File: src/rtl/display_scan_controller.sv
// Multiplexed 7-seg scan scheduler: per-digit blanking, PWM on-window, tear-free BCD frame latch.
// Optional LEADING_ZERO_BLANK_EN keeps leading zero digits dark (rightmost digit always shown).
module display_scan_controller #(
  parameter int unsigned NUM_DIGITS   = 4,
  parameter int unsigned SLOT_CYCLES  = 16384,
  parameter int unsigned BLANK_CYCLES = 64,
  parameter int unsigned BRIGHT_W     = 4
) (
  input  logic                                          clk_in,
  input  logic                                          rst_n_in,
  input  logic                                          enable,
  input  logic [BRIGHT_W-1:0]                           brightness,
  input  logic [4*NUM_DIGITS-1:0]                       bcd_digits,
  output logic [NUM_DIGITS-1:0]                         digit_select,
  output logic [3:0]                                    digit_value,
  output logic [((NUM_DIGITS > 1) ? $clog2(NUM_DIGITS) : 1)-1:0] digit_index,
  output logic                                          frame_done
);

  localparam int unsigned CNT_W   = (SLOT_CYCLES > 1) ? $clog2(SLOT_CYCLES) : 1;
  localparam int unsigned END_W   = CNT_W + 1;
  localparam int unsigned IDX_W   = (NUM_DIGITS > 1) ? $clog2(NUM_DIGITS) : 1;
  localparam int unsigned ON_STEP = (SLOT_CYCLES - BLANK_CYCLES) >> BRIGHT_W;

  localparam logic [1:0] S_IDLE  = 2'd0;
  localparam logic [1:0] S_BLANK = 2'd1;
  localparam logic [1:0] S_ON    = 2'd2;
  localparam logic [1:0] S_OFF   = 2'd3;

  logic [1:0]              state, state_nxt;
  logic [CNT_W-1:0]        slot_cnt, cnt_nxt;
  logic [IDX_W-1:0]        idx_nxt;
  logic                    load_slot, load_frame;
  logic [BRIGHT_W-1:0]     bright_lat, cur_bright;
  logic [4*NUM_DIGITS-1:0] bcd_lat, cur_bcd;
  logic [END_W-1:0]        on_end;
  logic [3:0]              cur_digit;
  logic [NUM_DIGITS-1:0]   sel_nxt;
  logic                    frame_done_nxt;
  logic                    digit_lit;
`ifdef LEADING_ZERO_BLANK_EN
  logic [NUM_DIGITS-1:0]   lz_blank;
  logic                    leading;
`endif

  // Next-state/position; outputs are precomputed for the upcoming cycle so they line up with slot_cnt.
  always_comb begin
    state_nxt      = state;
    cnt_nxt        = slot_cnt;
    idx_nxt        = digit_index;
    load_slot      = 1'b0;
    load_frame     = 1'b0;
    cur_bright     = bright_lat;
    cur_bcd        = bcd_lat;
    on_end         = '0;
    cur_digit      = '0;
    sel_nxt        = '1;
    frame_done_nxt = 1'b0;
    digit_lit      = 1'b1;

    if (!enable) begin
      state_nxt = S_IDLE;
      cnt_nxt   = '0;
      idx_nxt   = '0;
    end else if (state == S_IDLE) begin
      cnt_nxt    = '0;
      idx_nxt    = '0;
      load_slot  = 1'b1;
      load_frame = 1'b1;
    end else if (slot_cnt == CNT_W'(SLOT_CYCLES - 1)) begin
      cnt_nxt    = '0;
      idx_nxt    = (digit_index == IDX_W'(NUM_DIGITS - 1)) ? '0 : digit_index + IDX_W'(1);
      load_slot  = 1'b1;
      load_frame = (idx_nxt == '0);
    end else begin
      cnt_nxt = slot_cnt + CNT_W'(1);
    end

    if (load_slot)  cur_bright = brightness;
    if (load_frame) cur_bcd    = bcd_digits;
    on_end = END_W'(BLANK_CYCLES) + END_W'(cur_bright) * END_W'(ON_STEP);

    for (int i = 0; i < NUM_DIGITS; i++) begin
      if (idx_nxt == IDX_W'(i)) cur_digit = cur_bcd[4*(NUM_DIGITS-1-i) +: 4];
    end

`ifdef LEADING_ZERO_BLANK_EN
    // A digit is blank while every digit from the left up to and including it is zero.
    leading  = 1'b1;
    lz_blank = '0;
    for (int i = 0; i < NUM_DIGITS; i++) begin
      if (cur_bcd[4*(NUM_DIGITS-1-i) +: 4] != 4'd0) leading = 1'b0;
      lz_blank[i] = leading && (i != NUM_DIGITS - 1);
      if (idx_nxt == IDX_W'(i)) digit_lit = !lz_blank[i];
    end
`endif

    if (enable) begin
      if (cnt_nxt < CNT_W'(BLANK_CYCLES))  state_nxt = S_BLANK;
      else if ({1'b0, cnt_nxt} < on_end)   state_nxt = S_ON;
      else                                 state_nxt = S_OFF;
    end

    if (state_nxt == S_ON && digit_lit) begin
      for (int i = 0; i < NUM_DIGITS; i++) begin
        if (idx_nxt == IDX_W'(i)) sel_nxt[NUM_DIGITS-1-i] = 1'b0;
      end
    end

    frame_done_nxt = (state_nxt != S_IDLE) && (idx_nxt == IDX_W'(NUM_DIGITS - 1)) &&
                     (cnt_nxt == CNT_W'(SLOT_CYCLES - 1));
  end

  always_ff @(posedge clk_in or negedge rst_n_in) begin
    if (!rst_n_in) begin
      state        <= S_IDLE;
      slot_cnt     <= '0;
      digit_index  <= '0;
      bright_lat   <= '0;
      bcd_lat      <= '0;
      digit_select <= '1;
      digit_value  <= '0;
      frame_done   <= 1'b0;
    end else begin
      state        <= state_nxt;
      slot_cnt     <= cnt_nxt;
      digit_index  <= idx_nxt;
      if (load_slot)  bright_lat  <= brightness;
      if (load_frame) bcd_lat     <= bcd_digits;
      if (load_slot)  digit_value <= cur_digit;
      digit_select <= sel_nxt;
      frame_done   <= frame_done_nxt;
    end
  end

endmodule

File: config.mk
export PLATFORM = sky130hd
export DESIGN_NAME = display_scan_controller
export DESIGN_NICKNAME = d
export VERILOG_FILES = /design/src/rtl/display_scan_controller.sv
export SDC_FILE = /design/constraint.sdc
export NUM_CORES = 1
export LEC_CHECK = 0
export ABC_AREA = 1
export CELL_PAD_IN_SITES_DETAIL_PLACEMENT = 0
export CELL_PAD_IN_SITES_GLOBAL_PLACEMENT = 2
export CORE_MARGIN = 4
export CORE_UTILIZATION = 31
export CTS_CLUSTER_SIZE = 30
export DETAILED_ROUTE_END_ITERATION = 6
export PLACE_DENSITY_LB_ADDON = 0.1
export SLEW_MARGIN = 20
export SYNTH_ARGS = -nofsm -noshare
export SYNTH_HDL_FRONTEND = slang
export SYNTH_SLANG_ARGS = --single-unit
File: constraint.sdc
create_clock -name clk_in -period 4.95 [get_ports clk_in]
set_input_delay 0.7425 -clock clk_in [delete_from_list [all_inputs] [get_ports clk_in]]
set_output_delay 0.7425 -clock clk_in [all_outputs]
set_load 0.02 [all_outputs]
Yosys cells after proc, flatten, opt, wreduce, memory -nomap -nowiden
Index checks and enable logic that the tools add are counted.
{ "classes": {"add_sub_neg": 3, "n_mul": 1, "div_mod_pow": 0, "magnitude_cmp": 2, "n_eq_ne": 7, "n_shift": 0, "muxes": 27, "n_bitwise": 0, "reduce_logical": 6} }
{ "ops": {"columns": ["cell", "count"], "rows": [
  ["14-bit two-way mux", 3],
  ["14-bit equality test (second input constant)", 2],
  ["4-bit two-way mux", 6],
  ["16-bit two-way mux", 1],
  ["7-bit by 14-bit adder with 15-bit output (first input constant)", 1],
  ["14-bit by 15-bit < comparator with 1-bit output", 1],
  ["14-bit by 1-bit adder with 14-bit output (second input constant)", 1],
  ["14-bit by 7-bit < comparator with 1-bit output (second input constant)", 1],
  ["4-bit by 8-bit multiplier with 12-bit output (second input constant)", 1],
  ["2-bit two-way mux", 6],
  ["1-bit two-way mux", 11],
  ["2-bit equality test (second input constant)", 4],
  ["2-bit logical NOT", 3],
  ["2-bit by 1-bit adder with 2-bit output (second input constant)", 1],
  ["2-bit by 1-bit equality test with 1-bit output (second input constant)", 1],
  ["1-bit logical AND", 2],
  ["2-bit nonzero test", 1]
]} }
{ "totals": {"ff_bits": 47, "latch_bits": 0, "ram_bits": 0, "mem_bits_ro": 0, "out_inout_bits": 11, "n_memories": 0} }

Longest topological paths before layout
Gate-level depths: netlist of run 1.
{ "logic_depth": {"ltp_word": 14, "depth_mapped": 33} }

Least setup slack after synthesis of run 1
OpenSTA, ideal clock, no wires.
{ "synth_timing": {"path_type": "register to register", "startpoint": "register slot_cnt[0]", "endpoint": "register state[0]", "arrival_time_ns": 4.907, "required_time_ns": 4.829, "path_slack_ns": -0.078, "path_stages_with_launch": 28, "synth_period_minus_slack_ns": 5.028, "path_cell_list": "dfrtp_1 ha_1 nand3_1 nor2_4 nand2_4 nand2_4 nand2_4 buf_6 o21ai_0 inv_1 fa_1 inv_1 fa_1 fa_1 nand2_1 nand3_1 a21oi_1 nand3_1 nor2_1 nand3_4 xnor2_1 ha_1 a21oi_1 nand2_1 nand2_1 nand2_1 nand2_4 a21oi_2"} }
{ "synth_via": {"elab_chain_cells": 11, "word_cells_on_any_way": 16} }
{ "synth_lines": {"columns": ["element", "line", "source"], "rows": [
  ["from (decl)", "31", "logic [CNT_W-1:0] slot_cnt, cnt_nxt;"],
  ["from (signal assigned)", "126", "slot_cnt <= cnt_nxt;"],
  ["14-bit equality test", "70", "end else if (slot_cnt == CNT_W'(SLOT_CYCLES - 1)) begin"],
  ["1-bit two-way mux", "70", null],
  ["1-bit two-way mux", "65", "end else if (state == S_IDLE) begin"],
  ["1-bit two-way mux", "61", "if (!enable) begin"],
  ["4-bit two-way mux", null, null],
  ["net cur_bright[2]", "34", "logic [BRIGHT_W-1:0] bright_lat, cur_bright;"],
  ["4-bit by 8-bit multiplier with 12-bit output", "81", "on_end = END_W'(BLANK_CYCLES) + END_W'(cur_bright) * END_W'(ON_STEP);"],
  ["7-bit by 14-bit adder with 15-bit output", "81", null],
  ["14-bit by 15-bit < comparator with 1-bit output", "100", "else if ({1'b0, cnt_nxt} < on_end) state_nxt = S_ON;"],
  ["1-bit two-way mux", "100", null],
  ["2-bit two-way mux", "99", "if (cnt_nxt < CNT_W'(BLANK_CYCLES)) state_nxt = S_BLANK;"],
  ["2-bit two-way mux", "98", "if (enable) begin"],
  ["net state_nxt[0]", "30", "logic [1:0] state, state_nxt;"],
  ["to (signal assigned)", "125", "state <= state_nxt;"],
  ["to (decl)", "30", null]
]} }
The timed path passes the listed nets, and every way through them passes these cells.
A chain may end at the register's enable or synchronous reset.

Worst setup path after layout of run 1
{ "layout_timing": {"startpoint": "register slot_cnt[1]", "endpoint": "register digit_select[1]"} }
{ "layout_via": {"elab_chain_cells": 13, "word_cells_on_any_way": 23} }
{ "layout_lines": {"columns": ["element", "line", "source"], "rows": [
  ["14-bit equality test", "70", null],
  ["1-bit two-way mux", "70", null],
  ["1-bit two-way mux", "65", null],
  ["1-bit two-way mux", "61", null],
  ["4-bit two-way mux", null, null],
  ["net cur_bright[2]", "34", null],
  ["4-bit by 8-bit multiplier with 12-bit output", "81", null],
  ["7-bit by 14-bit adder with 15-bit output", "81", null],
  ["14-bit by 15-bit < comparator with 1-bit output", "100", null],
  ["1-bit two-way mux", "100", null],
  ["2-bit two-way mux", "99", null],
  ["2-bit two-way mux", "98", null],
  ["2-bit equality test", "104", "if (state_nxt == S_ON && digit_lit) begin"],
  ["4-bit two-way mux", "104", null],
  ["net sel_nxt[1]", "38", "logic [NUM_DIGITS-1:0] sel_nxt;"],
  ["to (signal assigned)", "131", "digit_select <= sel_nxt;"],
  ["to (decl)", "14", "output logic [NUM_DIGITS-1:0] digit_select,"]
]} }
The timed path passes the listed nets, and every way through them passes these cells.

==> results.ini, run 1 <==
[sta]
clock.fmax_mhz = 201
final.setup_skew_ns = 0.0127
finalCritPeriodShare = 1.01
worstMarginPinSlew_ns = 0.781
slew_headroom = 0.479
whs_ns = 0.482
grt_setup_unrepaired = true
fin_ws_ns = -0.0312
finalSetupViolCount = 5
hold_viol_final = 0
slew_viol_final = 0
min_period_ns = 4.98

[power_and_ir_drop]
powerDensity_nw_per_um2 = 437
p_leak_uw = 0.00215
peakVddDrop_mv = 0.333

[yosys]
avgSynthCellArea_um2 = 8.20
synthTopCellsByArea = dfrtp_1, nand2_1, ha_1, inv_1, nand3_1
ys_ff_latch = 47
ys_seq_area_frac = 0.371
synth-xor-area-share = 0.0220
synthAdderAreaFrac = 0.152
synth_area_um2 = 3180
synth_top_family_by_area = simple AND/OR/NAND/NOR gates
synthMuxAreaShare = 0.00314
synthCells = 388
synth_top_area_share = 0.338
synth.distinct_cells = 40
synth-edff-count = 0
synth-simple-area-share = 0.302
synth_compound_area_frac = 0.0723
yosysWarningCount = 0
synth.net_count = 446
synthArstFlopShare = 1.00
ys_top_cells_by_count = nand2_1, inv_1, dfrtp_1
yosysTopAreaCell = dfrtp_1
synth-main-ff-cell = dfrtp_1
synth_most_common_cell = nand2_1

[clock_tree]
clk_latency_ns = 0.31
path_clk_slew_ns = 0.10
clockBufferDepth = 2
root_buffer = clkbuf_8
clock-sinks = 47
cts_tree = yes
cts_max_level = 2
cts_buffers = 5

[setup_path]
path_buf_inv = 3
critPathMaxFanout = 5
slowest_stage = fa_2
worst-path-stages = 30
cp_data_required_time_ns = 5.16
worst_setup_path_end_kind = flop
worst_r2r_path_depth = 30
worstSetupPathType = flop to flop
cp_top_family = adder cells
crit_arrival_ns = 5.20
startpoint_type = flop
r2r_slack_ns = -0.03
crit_path_start = slot_cnt[1]$_DFF_PN0_
cpPeakStageDelay_ns = 0.60
r2r_start = slot_cnt[1]$_DFF_PN0_

[routing]
wl_per_cell_um = 12.6
wl_mm = 7.58
drc = 0
drtPass1Iterations = 4
postRouteAntennaNets = 0
vias = 2612
routed_via_density = 4.35
drt-initial-drc-count = 54

[finish]
antenna_cells = 0
drive_above_1_share = 0.241
utilization = 0.425
fillers = 1007
area_growth_pct = 31.6
fin_cells = 601
multi_input_area_um2 = 1860
regArea_um2 = 1180
finalNetCount = 525
finalInstanceArea_um2 = 4190

[flow_run]
max_cap_viol_count = 0

[die]
die_h_um = 109
chipWidth_um = 109
coreArea_um2 = 9860
ioPinCount = 34
die-area_um2 = 12000
rows = 36
start_util = 0.323

[place]
routabilityCongestion = 0.755
place_area_um2 = 3930
dp_hpwl_mm = 6.12
io_buffers = 33
dp.cells = 589

[run_status]
run_status = complete, but fails checks
violations = setup timing

[min_path]
hold_class = flop to flop
hp-start = bcd_lat[13]$_DFF_PN0_
hold_depth = 2

[global_routing]
overflow = 0
antenna_found_initial = 0
grtUsageTotal = 0.140
grt_pass1_vias = 2673
grt_first_pass_wirelength_mm = 13.0
grt_max_degree = 48

-- flip-flops by register name, indices dropped and copies added (netlist names) --
| name | flops |
|---|---|
| slot_cnt | 14 |
| frame_done | 1 |
| digit_value | 4 |
| digit_index | 2 |
| state | 2 |
| digit_select | 4 |
| bright_lat | 4 |
| bcd_lat | 16 |
-- per-layer routing --
| metal | share of wire | global-route usage |
|---|---|---|
| met5 | 0 | 0 |
| met2 | 0.46 | 0.223 |
| met1 | 0.51 | 0.200 |
| met4 | 0.011 | 0.0347 |
| met3 | 0.021 | 0.0194 |
-- final timing paths --
| check | endpoint |
|---|---|
| worst max-delay path | digit_select[1]$_DFF_PN1_ |
| worst min-delay path | bcd_lat[13]$_DFF_PN0_ |
| worst max register to register | digit_select[1]$_DFF_PN1_ |
| worst min register to register | bcd_lat[13]$_DFF_PN0_ |
| max in group asynchronous | bcd_lat[12]$_DFF_PN0_ |
| min in group asynchronous | slot_cnt[3]$_DFF_PN0_ |
-- cells by family (layout without fill, tap and decap cells) --
| group | count (synthesis) | after routing |
|---|---|---|
| AO/OA/AOI/OAI | 31 | 31 |
| XOR/XNOR | 8 | 8 |
| adder cells (fa/ha/maj) | 35 | 35 |
| buffers and inverters | 61 | 141 |
| flip-flops | 47 | 47 |
| multiplexers | 1 | 1 |
| AND/OR/NAND/NOR | 205 | 205 |
-- worst reg2reg max path, delay by kind of cell (launching register included) --
family	cells	cell delay, ns
DFF	1	0.36
buffers and inverters	3	0.26
and+or+nand+nor	17	1.33
xor gates and xnor gates	2	0.39
adders and majority gates	6	2.21
AOI/OAI and AO/OA	2	0.33
-- cell usage in the layout, fill, tap and decap left out, types with 2 or more instances in the layout --
cell type        count
a41oi_2              4
xor2_2               2
nand2_4              5
nand4_1              4
nand2_2              8
fa_1                 4
fa_2                 2
a21oi_1             10
buf_4               41
dfrtp_1             43
ha_1                25
clkinv_2             2
clkdlybuf4s50_1     31
dfstp_2              4
nand2_1            106
ha_2                 3
clkbuf_8             6
nor4_1               2
o21ai_0              6
nand3_2              5
or2_2                4
nand3_4              2
nor3_1               3
o21bai_1             3
xnor2_1              2
inv_1               49
and2_1               2
nor2_2               2
inv_2                6
nor2_4               3
nor2_1              33
a21oi_2              2
xor2_1               4
nand3_1             22
-- what timing repair did --
| action | in CTS | in global routing |
|---|---|---|
| pin swaps | 4 | 15 |
| gates resized for setup | 7 | 18 |
| endpoints found under the hold margin | 0 | 0 |
| hold buffers | 0 | 0 |
| setup endpoints to repair | 5 | 5 |
| buffers inserted | 1 | 3 |
-- report_power, final --
group	internal [µW]	switching, µW
Sequential	415	9.48
Clock	166	140
Combinational	527	572
-- cell type report --
cell class,instances,share of cell area
Clock buffer,6,0.0197
Clock inverter,2,0.00926
Tap cell,133,0.0397
Multi-Input combinational cell,280,0.443
Inverter,58,0.0526
Sequential cell,47,0.282
Timing Repair Buffer,75,0.154
-- through the flow --
step | TNS (ns) | total power, µW | worst slack, ns
after floorplan | 0 | 1070 | 0.0430
after global placement | -2.13 | 1400 | -0.435
after detailed placement | -2.20 | 1400 | -0.449
after CTS | 0 | 1760 | 0.0299
after global routing | -1.48 | 2030 | -0.307
final | -0.122 | 1830 | -0.0312
No activity file was read; power rests on OpenSTA's default activity.
==> run 2, diff against run 1 <==
--- a/config.mk
+++ b/config.mk
@@ -12,7 +12,7 @@
 export CORE_UTILIZATION = 31
 export CTS_CLUSTER_SIZE = 30
 export DETAILED_ROUTE_END_ITERATION = 6
-export PLACE_DENSITY_LB_ADDON = 0.1
+export PLACE_DENSITY = 0.86
 export SLEW_MARGIN = 20
 export SYNTH_ARGS = -nofsm -noshare
 export SYNTH_HDL_FRONTEND = slang
==> run 2 against run 1 <==
The flow now finishes without violations. Worst setup slack improved by 0.18 ns. Design area fell by 0.15%. Via count rose by 2.3%. First-iteration DRC count rose by 30%. Register-to-register slack improved by 0.18 ns. Non-clock buffer count did not move. Cell count did not move. Largest cell class unchanged. Largest power group unchanged.
==> results.ini, run 2 (synthesized netlist as in run 1, its figures left out) <==
[run_status]
run_status = completed

[setup_path]
startpoint_type = flop
cp_data_required_time_ns = 5.16
worst_r2r_path_depth = 30
worst_setup_path_end_kind = flop
crit_arrival_ns = 5.02
r2r_slack_ns = 0.14
cpPeakStageDelay_ns = 0.56
slowest_stage = fa_1
worstSetupPathType = flop to flop
rr_endpoint = digit_select[0]$_DFF_PN1_
r2r_start = slot_cnt[0]$_DFF_PN0_
critPathMaxFanout = 5

[finish]
mostFrequentLayoutCells = nand2_1, inv_1, dfrtp_1
drive_above_1_share = 0.244
area_growth_pct = 31.4
fin_cells = 601
top_register = bcd_lat
finalNetCount = 525
largest_reg_flops = 16
antenna_cells = 0
layout_commonest_cell = nand2_1
top_regs = bcd_lat (16), slot_cnt (14)

[power_and_ir_drop]
total_power_uw = 1870
powerDensity_nw_per_um2 = 446
power_frac_seq = 0.228
peakVddDrop_mv = 0.234
switchingPower_uw = 732
combPwrFrac = 0.607
p_int_uw = 1130
p_leak_uw = 0.00215
clockPowerShare = 0.165
switching_share = 0.392

[sta]
finalCritPeriodShare = 0.971
min_period_ns = 4.81
grt_setup_unrepaired = true
worstMarginPinSlew_ns = 0.719
clock.fmax_mhz = 208
hold_viol_final = 0
finalSetupViolCount = 0
slew_viol_final = 0
final.setup_skew_ns = 0.00800
slew_headroom = 0.520
fin_ws_ns = 0.144
whs_ns = 0.483

[place]
dp.cells = 582
io_buffers = 33
dp_hpwl_mm = 5.92
routabilityCongestion = 0.803
place_ws_ns = -0.325

[min_path]
hp-start = bcd_lat[9]$_DFF_PN0_
hold_depth = 2
hold_class = flop to flop
whs_endpoint = bcd_lat[9]$_DFF_PN0_

[clock_tree]
root_buffer = clkbuf_8
cts_buffers = 5
clockBufferDepth = 2
cts_tree = yes
clk_latency_ns = 0.30
path_clk_slew_ns = 0.09
clock-sinks = 47
cts_max_level = 2

[routing]
routed_via_density = 4.45
drc = 0
drtPass1Iterations = 4
wl_mm = 7.58
vias = 2673
postRouteAntennaNets = 0
wl_per_cell_um = 12.6
drt-initial-drc-count = 70

[global_routing]
grt_max_degree = 48
grt_pass1_vias = 2624
overflow = 0
antenna_found_initial = 0
grt_first_pass_wirelength_mm = 12.4
grtUsageTotal = 0.132

[die]
ioPinCount = 34
coreArea_um2 = 9860
rows = 36
die-area_um2 = 12000
die_h_um = 109
start_util = 0.323
chipWidth_um = 109

[flow_run]
max_cap_viol_count = 0

-- run 2: cell type report --
| class | instances | area, µm² |
|---|---|---|
| fillers | 969 | 5680 |
| clock buffers | 6 | 82.6 |
| repair buffers | 75 | 643 |
| inverters | 58 | 220 |
| well taps | 133 | 166 |
| flip-flops and latches | 47 | 1180 |
| multi-input cells | 280 | 1850 |
| clock inverters | 2 | 38.8 |
-- run 2: through the flow --
step / instance area (µm²) / setup TNS, ns / utilization
2_1_floorplan: 3180 / 0 / -
3_3_place_gp: 3880 / -1.17 / 0.393
3_5_place_dp: 3880 / -1.57 / 0.393
4_1_cts: 4040 / 0 / 0.410
5_1_grt: 4180 / -0.629 / 0.424
6_report: 4180 / 0 / 0.424
-- run 2: worst max-delay path by stage --
stage                                startpoint                         to  slack [ns]  cells after the start
final                     slot_cnt[0]$_DFF_PN0_  digit_select[0]$_DFF_PN1_        0.14                     30
after global routing      slot_cnt[0]$_DFF_PN0_  digit_select[1]$_DFF_PN1_       -0.14                     30
after CTS                 slot_cnt[0]$_DFF_PN0_         state[0]$_DFF_PN0_       0.004                     30
after detailed placement                 enable         state[0]$_DFF_PN0_       -0.33                     24
after global placement                   enable         state[0]$_DFF_PN0_       -0.24                     26
after floorplan           slot_cnt[0]$_DFF_PN0_         state[0]$_DFF_PN0_        0.04                     26
-- run 2: per-layer routing --
metal / track usage / share of wire
met1: 0.172 / 0.45
met2: 0.230 / 0.51
met3: 0.0153 / 0.021
met4: 0.0356 / 0.012
met5: 0 / 0
-- run 2: power groups by stage --
stage,clock network (µW),registers (µW),logic (µW)
floorplan,0,439,630
global placement,0,433,977
detailed placement,0,434,991
CTS,319,426,1040
global route,329,429,1300
finish,308,426,1130
-- run 2: what timing repair did --
item | in CTS | in global routing
resized for setup | 6 | 20
setup endpoints to repair | 5 | 5
pin swaps | 4 | 8
hold buffers | 0 | 0
setup buffers | 3 | 8
-- run 2: critical path: cells and delay by family (launching register included) --
family | cells | cell delay [ns]
adder cells (fa/ha/maj) | 6 | 2.12
XOR/XNOR | 2 | 0.34
flip-flops | 1 | 0.37
buffers and inverters | 3 | 0.25
AND/OR/NAND/NOR | 17 | 1.36
AO/OA/AOI/OAI | 2 | 0.27
==> run 3, diff against run 2 <==
--- a/config.mk
+++ b/config.mk
@@ -5,14 +5,13 @@
 export SDC_FILE = /design/constraint.sdc
 export NUM_CORES = 1
 export LEC_CHECK = 0
-export ABC_AREA = 1
 export CELL_PAD_IN_SITES_DETAIL_PLACEMENT = 0
 export CELL_PAD_IN_SITES_GLOBAL_PLACEMENT = 2
 export CORE_MARGIN = 4
-export CORE_UTILIZATION = 31
+export CORE_UTILIZATION = 33
 export CTS_CLUSTER_SIZE = 30
 export DETAILED_ROUTE_END_ITERATION = 6
-export PLACE_DENSITY = 0.86
+export PLACE_DENSITY = 0.84
 export SLEW_MARGIN = 20
 export SYNTH_ARGS = -nofsm -noshare
 export SYNTH_HDL_FRONTEND = slang
==> run 3 against run 2 <==
The run now ends with setup timing left. Critical path depth fell by 4. Synthesized area grew 1.4%. Fmax down 20%. Sequential share of layout area fell by 2.8 points. Worst setup slack worse by 1.2 ns. Utilization is 7.1 points higher. Register-to-register slack got worse by 1.2 ns. Total power decreased by 0.21%. Sequential power hardly changed. Design area increased by 11%.
==> results.ini, run 3 <==
[routing]
vias = 2696
drc = 0
drt-initial-drc-count = 64
wl_per_cell_um = 13.9
drtPass1Iterations = 4
wl_mm = 7.72
routed_via_density = 4.87
postRouteAntennaNets = 0

[power_and_ir_drop]
powerDensity_nw_per_um2 = 402
peakVddDrop_mv = 0.356
p_leak_uw = 0.00204
total_power_uw = 1860

[finish]
fillers = 895
finalInstanceArea_um2 = 4640
largest_reg_flops = 16
top_register = bcd_lat
finalNetCount = 482
mostFrequentLayoutCells = buf_4, dfrtp_1, clkdlybuf4s50_1
area_growth_pct = 43.7
drive_above_1_share = 0.388
antenna_cells = 0
layout_commonest_cell = buf_4
top_regs = bcd_lat (16), slot_cnt (14)

[setup_path]
cp_common_cell = buf_6
crit_arrival_ns = 6.22
worst_setup_path_end_kind = flop
critPathMaxFanout = 4
cp_data_required_time_ns = 5.18
path_buf_inv = 4
slowest_stage = fa_2
startpoint_type = flop
worstSetupPathType = flop to flop
cpPeakStageDelay_ns = 0.49
cp_top_family = adder cells

[sta]
slew_viol_final = 0
whs_ns = 0.421
finalSetupViolCount = 5
clock.fmax_mhz = 167
hold_viol_final = 0
grt_setup_unrepaired = true
final.setup_skew_ns = 0.0145
fin_ws_ns = -1.04
worstMarginPinSlew_ns = 1.04
finalCritPeriodShare = 1.21
min_period_ns = 5.99
slew_headroom = 0.302

[clock_tree]
cts_buffers = 5
path_clk_slew_ns = 0.10
root_buffer = clkbuf_8
clockBufferDepth = 2
clk_latency_ns = 0.30
ctsHoldBuffers = 0
cts_tree = yes
cts_max_level = 2
clock-sinks = 47

[place]
dp_hpwl_mm = 6.11
place_area_um2 = 4280
place_ws_ns = -1.70
io_buffers = 33
routabilityCongestion = 0.857

[die]
start_util = 0.344
die-area_um2 = 11400
die_h_um = 107
coreArea_um2 = 9370
ioPinCount = 34
chipWidth_um = 107
rows = 35

[yosys]
synthCells = 312
avgSynthCellArea_um2 = 10.3
ys_seq_area_frac = 0.366
synth.distinct_cells = 60
synth_area_um2 = 3230
ys_top_cells_by_count = dfrtp_1, ha_1, mux2_2
synth_most_common_cell = dfrtp_1
synthTopCellsByArea = dfrtp_1, ha_1, mux2_2, fa_1, mux2i_1
synthArstFlopShare = 1.00
synth-simple-area-share = 0.160
synthMuxAreaShare = 0.126
synth_top_family_by_area = simple AND/OR/NAND/NOR gates
synth-main-ff-cell = dfrtp_1
synth_top_area_share = 0.333
synth-xor-area-share = 0.0488
synthAdderAreaFrac = 0.150
yosysWarningCount = 0
synth-edff-count = 0
synth.net_count = 370
ys_ff_latch = 47
yosysTopAreaCell = dfrtp_1
synth_compound_area_frac = 0.118

[global_routing]
use_met2 = 0.251
grt_pass1_vias = 2783
grt_first_pass_wirelength_mm = 13.0
grt.busiest_layer = met2
grt_max_degree = 48
overflow = 0
grt_util_met1 = 0.175
grtUsageTotal = 0.140
met3_usage = 0.0187
antenna_found_initial = 0

[run_status]
violations = setup timing
run_status = complete, but fails checks

[flow_run]
max_cap_viol_count = 0

[min_path]
hold_class = input port to async pin

==> run 3: cell count changes after synthesis, moves of 4 or more <==
cell     before  now
a41oi_2       4    0
and3_1        0    5
buf_2         0    4
inv_1        51   16
mux2_2        0   25
mux2i_1       1   11
nand2_1     108   22
nand2_2       6    0
nand2_4       5    0
nand3_1      27   11
nor2_1       34   21
xnor2_1       2   11
==> run 3: kinds of logic (layout without fill, tap and decap cells) <==
| group | count (synthesis) | count (layout) |
|---|---|---|
| AOI/OAI and AO/OA | 51 | 51 |
| xor gates and xnor gates | 18 | 18 |
| adders and majority gates | 35 | 35 |
| buffers and inverters | 25 | 138 |
| DFF | 47 | 47 |
| muxes | 37 | 37 |
| and+or+nand+nor | 99 | 99 |
==> run 3: layout make-up <==
class | instances | area, µm² | share of cell area
well taps | 129 | 161 | 0.0348
clock buffers | 5 | 68.8 | 0.0148
repair buffers | 113 | 955 | 0.206
clock inverters | 3 | 23.8 | 0.00513
flip-flops and latches | 47 | 1180 | 0.255
multi-input cells | 240 | 2180 | 0.470
inverters | 17 | 66.3 | 0.0143
==> run 3: worst paths after layout <==
kind	from	end	slack, ns	depth (start not counted)
hold / removal	rst_n_in	bcd_lat[12]$_DFF_PN0_	0.42	1
min in group clk_in	bcd_lat[0]$_DFF_PN0_	bcd_lat[0]$_DFF_PN0_	0.50	1
max in group asynchronous	rst_n_in	slot_cnt[7]$_DFF_PN0_	4.13	1
hold reg to reg	bcd_lat[0]$_DFF_PN0_	bcd_lat[0]$_DFF_PN0_	0.50	1
setup reg to reg	slot_cnt[1]$_DFF_PN0_	digit_select[3]$_DFF_PN1_	-1.04	26
setup / recovery	slot_cnt[1]$_DFF_PN0_	digit_select[3]$_DFF_PN1_	-1.04	26
==> run 3: what timing repair did <==
action | CTS | global route
hold endpoints to repair | 0 | 0
setup endpoints to repair | 5 | 5
pin swaps | 22 | 19
resized for setup | 28 | 11
buffers inserted | 12 | 2
==> run 3: per-layer routing <==
metal | share of wire | vias up
li1 | - | 1346
met1 | 0.44 | 1300
met2 | 0.52 | 38
met3 | 0.025 | 12
met4 | 0.016 | 0
met5 | 0 | -
==> run 3: power breakdown <==
| group | leakage, µW | switching, µW | internal, µW |
|---|---|---|---|
| Clock | 0.0000408 | 134 | 101 |
| Sequential | 0.000590 | 11.2 | 414 |
| Combinational | 0.00141 | 547 | 655 |
| Total | 0.00204 | 693 | 1170 |
==> run 3: metrics by stage <==
stage               TNS (ns)  utilization  cells
finish                 -4.72        0.495    554
global route           -6.05        0.495    554
CTS                    -4.70        0.490    554
detailed placement     -7.71        0.456    534
global placement       -6.65        0.456    534
floorplan              -4.78            -    312
